--- src/rtl/cal_pkg.sv ---
// Shared calendar definitions: BCD digit type, month-length and month-code
// constants, update-event encoding and the BCD helper functions used by the
// calendar counter.
// Optional feature macro: CAL_LEAP_EN (February has 29 days in leap years).
package cal_pkg;

  typedef logic [3:0] bcd_digit_t;

  // Month lengths as two-digit BCD values.
  localparam logic [7:0] DAYS_28 = 8'h28;
  localparam logic [7:0] DAYS_29 = 8'h29;
  localparam logic [7:0] DAYS_30 = 8'h30;
  localparam logic [7:0] DAYS_31 = 8'h31;

  // Month codes the update logic needs to recognise.
  localparam logic [7:0] MONTH_JAN = 8'h01;
  localparam logic [7:0] MONTH_FEB = 8'h02;
  localparam logic [7:0] MONTH_DEC = 8'h12;

  localparam logic [7:0] DAY_FIRST = 8'h01;

  // One update per cycle; the highest-priority event wins.
  typedef enum logic [2:0] {
    EV_NONE,
    EV_PULSE_DAY,
    EV_YEAR_ADD,
    EV_MONTH_ADD,
    EV_DAY_ADD
  } cal_event_t;

  // Two-digit BCD increment, 99 wraps to 00.
  function automatic logic [7:0] bcd2_inc(input logic [7:0] value);
    bcd_digit_t ones;
    bcd_digit_t tens;
    ones = value[3:0];
    tens = value[7:4];
    if (ones == 4'd9) begin
      ones = 4'd0;
      tens = (tens == 4'd9) ? 4'd0 : tens + 4'd1;
    end else begin
      ones = ones + 4'd1;
    end
    return {tens, ones};
  endfunction

  // Four-digit BCD year increment; the century digits never change, so
  // 2099 wraps back to 2000.
  function automatic logic [15:0] year_inc(input logic [15:0] year);
    return {year[15:8], bcd2_inc(year[7:0])};
  endfunction

`ifdef CAL_LEAP_EN
  // Low two BCD digits divisible by four: 10*t + o = 4k  <=>  2*t + o = 4k,
  // so even tens need ones in {0,4,8} and odd tens need ones in {2,6}.
  function automatic logic is_leap(input logic [15:0] year);
    bcd_digit_t ones;
    ones = year[3:0];
    if (year[4] == 1'b0) begin
      return (ones == 4'd0) || (ones == 4'd4) || (ones == 4'd8);
    end else begin
      return (ones == 4'd2) || (ones == 4'd6);
    end
  endfunction
`endif

  // Number of days in a BCD month; leap selects the long February.
  function automatic logic [7:0] month_length(input logic [7:0] month,
                                              input logic       leap);
    logic [7:0] len;
    case (month)
      MONTH_FEB: len = leap ? DAYS_29 : DAYS_28;
      8'h04, 8'h06, 8'h09, 8'h11: len = DAYS_30;
      default: len = DAYS_31;
    endcase
    return len;
  endfunction

  // Pull a day back to the last day of the month if it overshoots.
  function automatic logic [7:0] clamp_day(input logic [7:0] day,
                                           input logic [7:0] len);
    return (day > len) ? len : day;
  endfunction

endpackage

--- src/rtl/cal_edge_det.sv ---
// Registers one input and flags its rising edge. The flag is valid in the
// cycle after the input was first sampled high, so a held level yields a
// single event.
module cal_edge_det (
  input  logic clk,
  input  logic rst,
  input  logic din,
  output logic rise
);

  logic sampled;
  logic sampled_prev;

  // Sample the input and keep the previous sample for edge comparison.
  always_ff @(posedge clk or posedge rst) begin
    if (rst) begin
      sampled      <= 1'b0;
      sampled_prev <= 1'b0;
    end else begin
      sampled      <= din;
      sampled_prev <= sampled;
    end
  end

  assign rise = sampled & ~sampled_prev;

endmodule

--- src/rtl/calendar_counter.sv ---
// BCD calendar (year/month/day) advanced by a day-rollover strobe and by
// three manual advance keys, with a one-cycle new-year pulse.
// Optional feature macro: CAL_LEAP_EN (leap-year February of 29 days).
module calendar_counter
  import cal_pkg::*;
#(
  parameter logic [15:0] YEAR_INIT  = 16'h2000,
  parameter logic [7:0]  MONTH_INIT = 8'h01,
  parameter logic [7:0]  DAY_INIT   = 8'h01
) (
  input  logic        CLK_50,
  input  logic        CR,
  input  logic        pulse_day,
  input  logic        day_add,
  input  logic        month_add,
  input  logic        year_add,
  output logic [15:0] Year,
  output logic [7:0]  Month,
  output logic [7:0]  Day,
  output logic        new_year
);

  logic pulse_day_rise;
  logic day_add_rise;
  logic month_add_rise;
  logic year_add_rise;

  cal_edge_det u_pulse_day_det (
    .clk  (CLK_50),
    .rst  (CR),
    .din  (pulse_day),
    .rise (pulse_day_rise)
  );

  cal_edge_det u_day_add_det (
    .clk  (CLK_50),
    .rst  (CR),
    .din  (day_add),
    .rise (day_add_rise)
  );

  cal_edge_det u_month_add_det (
    .clk  (CLK_50),
    .rst  (CR),
    .din  (month_add),
    .rise (month_add_rise)
  );

  cal_edge_det u_year_add_det (
    .clk  (CLK_50),
    .rst  (CR),
    .din  (year_add),
    .rise (year_add_rise)
  );

  cal_event_t cal_ev;

  // Pick the single event to act on this cycle; lower priorities are dropped.
  always_comb begin
    cal_ev = EV_NONE;
    if (pulse_day_rise) begin
      cal_ev = EV_PULSE_DAY;
    end else if (year_add_rise) begin
      cal_ev = EV_YEAR_ADD;
    end else if (month_add_rise) begin
      cal_ev = EV_MONTH_ADD;
    end else if (day_add_rise) begin
      cal_ev = EV_DAY_ADD;
    end
  end

  logic [15:0] year_plus;
  logic [7:0]  month_plus;
  logic [7:0]  day_plus;
  logic        leap_cur;
  logic        leap_next_year;
  logic [7:0]  len_cur;
  logic [7:0]  len_next_month;
  logic [7:0]  len_next_year;

  assign year_plus  = year_inc(Year);
  assign month_plus = (Month == MONTH_DEC) ? MONTH_JAN : bcd2_inc(Month);
  assign day_plus   = bcd2_inc(Day);

`ifdef CAL_LEAP_EN
  assign leap_cur       = is_leap(Year);
  assign leap_next_year = is_leap(year_plus);
`else
  assign leap_cur       = 1'b0;
  assign leap_next_year = 1'b0;
`endif

  // Month length for the current date and for the two candidate dates
  // a month or year key would produce.
  assign len_cur        = month_length(Month, leap_cur);
  assign len_next_month = month_length(month_plus, leap_cur);
  assign len_next_year  = month_length(Month, leap_next_year);

  logic [15:0] year_next;
  logic [7:0]  month_next;
  logic [7:0]  day_next;
  logic        new_year_next;

  // Compute the next date for the selected event; no event holds the date.
  always_comb begin
    year_next     = Year;
    month_next    = Month;
    day_next      = Day;
    new_year_next = 1'b0;
    case (cal_ev)
      EV_PULSE_DAY: begin
        if (Day == len_cur) begin
          day_next   = DAY_FIRST;
          month_next = month_plus;
          if (Month == MONTH_DEC) begin
            year_next     = year_plus;
            new_year_next = 1'b1;
          end
        end else begin
          day_next = day_plus;
        end
      end
      EV_YEAR_ADD: begin
        year_next = year_plus;
        day_next  = clamp_day(Day, len_next_year);
      end
      EV_MONTH_ADD: begin
        month_next = month_plus;
        day_next   = clamp_day(Day, len_next_month);
      end
      EV_DAY_ADD: begin
        day_next = (Day == len_cur) ? DAY_FIRST : day_plus;
      end
      default: begin
        day_next = Day;
      end
    endcase
  end

  // Date and new-year registers; reset discards any pending update.
  always_ff @(posedge CLK_50 or posedge CR) begin
    if (CR) begin
      Year     <= YEAR_INIT;
      Month    <= MONTH_INIT;
      Day      <= DAY_INIT;
      new_year <= 1'b0;
    end else begin
      Year     <= year_next;
      Month    <= month_next;
      Day      <= day_next;
      new_year <= new_year_next;
    end
  end

endmodule

--- config.mk ---
export PLATFORM = sky130hd
export DESIGN_NAME = calendar_counter
export DESIGN_NICKNAME = d
export VERILOG_FILES = /design/src/rtl/cal_pkg.sv /design/src/rtl/cal_edge_det.sv /design/src/rtl/calendar_counter.sv
export SDC_FILE = /design/constraint.sdc
export NUM_CORES = 1
export LEC_CHECK = 0
export CAP_MARGIN = 20
export CORE_UTILIZATION = 53
export DETAILED_ROUTE_END_ITERATION = 10
export HOLD_SLACK_MARGIN = 0.03
export PLACE_DENSITY = 0.8
export SETUP_SLACK_MARGIN = 0.3
export SLEW_MARGIN = 30
export SYNTH_ARGS = -nofsm -noshare
export SYNTH_HDL_FRONTEND = slang
export SYNTH_SLANG_ARGS = --single-unit
export TNS_END_PERCENT = 5
--- constraint.sdc ---
create_clock -name CLK_50 -period 4.2 [get_ports CLK_50]
set_clock_uncertainty 0.2 [all_clocks]
set_input_delay 1.26 -clock CLK_50 [delete_from_list [all_inputs] [get_ports CLK_50]]
set_output_delay 1.26 -clock CLK_50 [all_outputs]
set_load 0.005 [all_outputs]
==> flow_metrics.tcl <==
set metrics [dict create \
    final_util 0.681 \
    max_freq_mhz 287 \
    finalCritPeriodShare 0.831 \
    drt-pass1-iter-count 4 \
    p_comb_frac 0.476 \
    num-fill-cells 302 \
    maxSlewHeadroom 0.594 \
    crit_type "reg2reg" \
    pwr-share-clk 0.179 \
    grt_max_degree 34 \
    post_cts_buffers 0 \
    switching_power_uw 713 \
    antenna_found_initial 0 \
    r2r-start "Month[2]" \
    clk_latency_ns 0.29 \
    numCtsBuffers 5 \
    endpoint_kind "flop" \
    cpPeakStageDelay_ns 0.58 \
    r2r_slack_ns 0.71 \
    cts_tree "built" \
    cp_cell_sequence "or4b_4 > a211oi_2 > o21a_2 > inv_1 > ha_1 > nand2_1 > o21ai_0 > a311oi_1 > nor3_1 > mux2_4" \
    outcome "completed" \
    critPathTopFamily "compound AO/OA/AOI/OAI gates" \
    clk_path_buf_depth 2 \
    cts_root_buf "clkbuf_8" \
    cts_resized 0 \
    route.detailed.wl_per_inst_um 15.2 \
    r2r_end "Day[4]" \
    hold_path.startpoint "u_day_add_det.sampled" \
    switching_share 0.407 \
    grt_usage 0.239 \
    setup_viol 0 \
    tightest_slew_ns 0.605 \
    rr_worst_depth 10 \
    worstHoldPathType "reg2reg" \
    synth_cell_types 61 \
    first_global_vias 1708 \
    multiInputGateArea_sq_um 1220 \
    grt-ovfl-total 0 \
    gp_routability_congestion 0.936 \
    final_cell_area_sq_um 2590 \
    final_antenna_net_count 0 \
    antenna-diode-count 0 \
    final-hold-violation-count 0 \
    die-area_sq_um 4390 \
    finalSetupTns_ns 0 \
    power_density_nw_per_um2 677 \
    drt-total-wl_um 4670 \
    power.leakage_nw 1.07 \
    ff_latch_area_sq_um 828 \
    maxCapViolCount 0 \
    pin_count 39 \
    crit_arrival_ns 3.47 \
    ys_warn_count 0 \
    h-tree-depth 2 \
    cp_num_cells 10 \
    synthCells 233 \
    syn_area_sq_um 2190 \
    die_height_um 66.3 \
    synth.ff_latch_count 33 \
    period_needed_ns 3.49 \
    yosys-top-cells-area "dfrtp_1 (35%), ha_1 (5.7%), nor2b_1 (3.1%)" \
    slowest_stage "or4b_4" \
    num_vias 1852 \
    core_sq_um 3800 \
    post-route-drc-count 0 \
    async_reset_ff_frac 1.00 \
    rsz0062_at_grt "no" \
    clock_sinks 33 \
    nNetsFinal 275 \
    path_max_fanout 11 \
    cts.clk_slew.worst_paths_ns 0.07 \
    ctsHoldBuffers 0 \
    cp.buffers_inverters 1 \
    crit_end "Day[4]" \
    die_x_um 66.3 \
    portBuffers 30 \
    place_area_sq_um 2470 \
    synth_top_area_cell "dfrtp_1" \
    synth.avg_cell_area_sq_um 9.39 \
    pwr-share-seq 0.345 \
    ir_drop_mv 0.382 \
    synthToLayoutAreaGrowth_pct 18.2 \
    ys_seq_area_frac 0.379 \
    required_ns 4.18 \
    drt_iter0_drc 130 \
    setup.worst_path.start_class "flop" \
    synth_top_cell_area_share 0.354 \
    hpwlAfterDp_um 3440 \
    rows 22 \
    ys.flop_type "dfrtp_1" \
    critPathLaunch "Month[2]" \
    maxSlewViolCount 0 \
    power.internal_mw 1.04 \
    routed_via_density 6.01 \
    synth_edf_count 0 \
    drive_above_1_share 0.108 \
    initial_core_util 0.576 \
    grt_pass1_wl_um 7780 \
]
how the worst min path moves through the flow:
| stage | to | slack [ns] | depth (start not counted) |
|---|---|---|---|
| floorplan | u_day_add_det.sampled_prev | 0.15 | 0 |
| global placement | u_day_add_det.sampled_prev | 0.17 | 0 |
| detailed placement | u_day_add_det.sampled_prev | 0.18 | 0 |
| CTS | u_day_add_det.sampled_prev | 0.20 | 0 |
| global route | u_day_add_det.sampled_prev | 0.21 | 0 |
| finish | u_day_add_det.sampled_prev | 0.19 | 0 |
per-layer routing:
metal	share of wire	global-route usage	vias to the layer above
met4	0.035	0.138	0
met3	0.065	0.0483	16
li1	-	-	891
met1	0.43	0.305	863
met2	0.47	0.372	82
met5	0	0	-
stage by stage:
| step | total power [mW] | setup slack, ns | hold WS (ns) | cells |
|---|---|---|---|---|
| after floorplan | 1.14 | 0.966 | 0.155 | 239 |
| after global placement | 1.40 | 0.880 | 0.167 | 300 |
| after detailed placement | 1.43 | 0.752 | 0.183 | 300 |
| after CTS | 1.75 | 0.741 | 0.199 | 308 |
| after global routing | 1.88 | 0.482 | 0.207 | 308 |
| final | 1.75 | 0.711 | 0.189 | 308 |
power by group through the flow:
stage / logic, mW / registers (mW) / clock network [mW]
floorplan: 0.621 / 0.520 / 0
global placement: 0.801 / 0.598 / 0
detailed placement: 0.819 / 0.610 / 0
CTS: 0.828 / 0.603 / 0.322
global route: 0.916 / 0.629 / 0.335
finish: 0.834 / 0.605 / 0.314
cell type report:
| type | instances | area share |
|---|---|---|
| Tap cell | 48 | 0.0232 |
| Timing Repair Buffer | 31 | 0.119 |
| Inverter | 13 | 0.0189 |
| Clock buffer | 6 | 0.0319 |
| Clock inverter | 2 | 0.0145 |
| Multi-Input combinational cell | 175 | 0.472 |
| Sequential cell | 33 | 0.320 |
cells in the final DEF, fill, tap and decap left out, types with 9 or more instances in the layout:
master            n
nor2b_1          11
nand2_1          11
clkdlybuf4s50_1  30
nor2_1           11
inv_1            13
o21ai_0          12
nand3_1           9
ha_1             10
dfrtp_1          31
flip-flops by register name (all words and copies together) (netlist names):
register,flops
u_pulse_day_det.sampled,1
Year,8
u_year_add_det.sampled_prev,1
u_month_add_det.sampled,1
u_day_add_det.sampled_prev,1
Day,8
Month,8
u_pulse_day_det.sampled_prev,1
u_day_add_det.sampled,1
u_year_add_det.sampled,1
u_month_add_det.sampled_prev,1
new_year,1
synthesized netlist by cell type (all sizes together) (4+ instances only):
| master | n |
|---|---|
| nand3 | 9 |
| nand2b | 6 |
| and3 | 5 |
| dfrtp | 31 |
| clkbuf | 5 |
| inv | 13 |
| o21ai | 12 |
| nor2 | 11 |
| nand4 | 4 |
| a21oi | 7 |
| nor2b | 11 |
| nand2 | 11 |
| buf | 13 |
| a211oi | 4 |
| ha | 10 |
| o22ai | 4 |
| o31ai | 4 |
| a31oi | 6 |
| nor3 | 9 |
| xnor2 | 6 |
cells by family after synthesis:
group	Yosys count	synth area share
buffers and inverters	31	0.0732
other	2	0.00343
AND/OR/NAND/NOR	87	0.237
XOR/XNOR	9	0.0360
flip-flops	33	0.378
AO/OA/AOI/OAI	58	0.198
adder cells (fa/ha/maj)	10	0.0572
multiplexers	3	0.0171
Power figures use the tool's default switching activity.
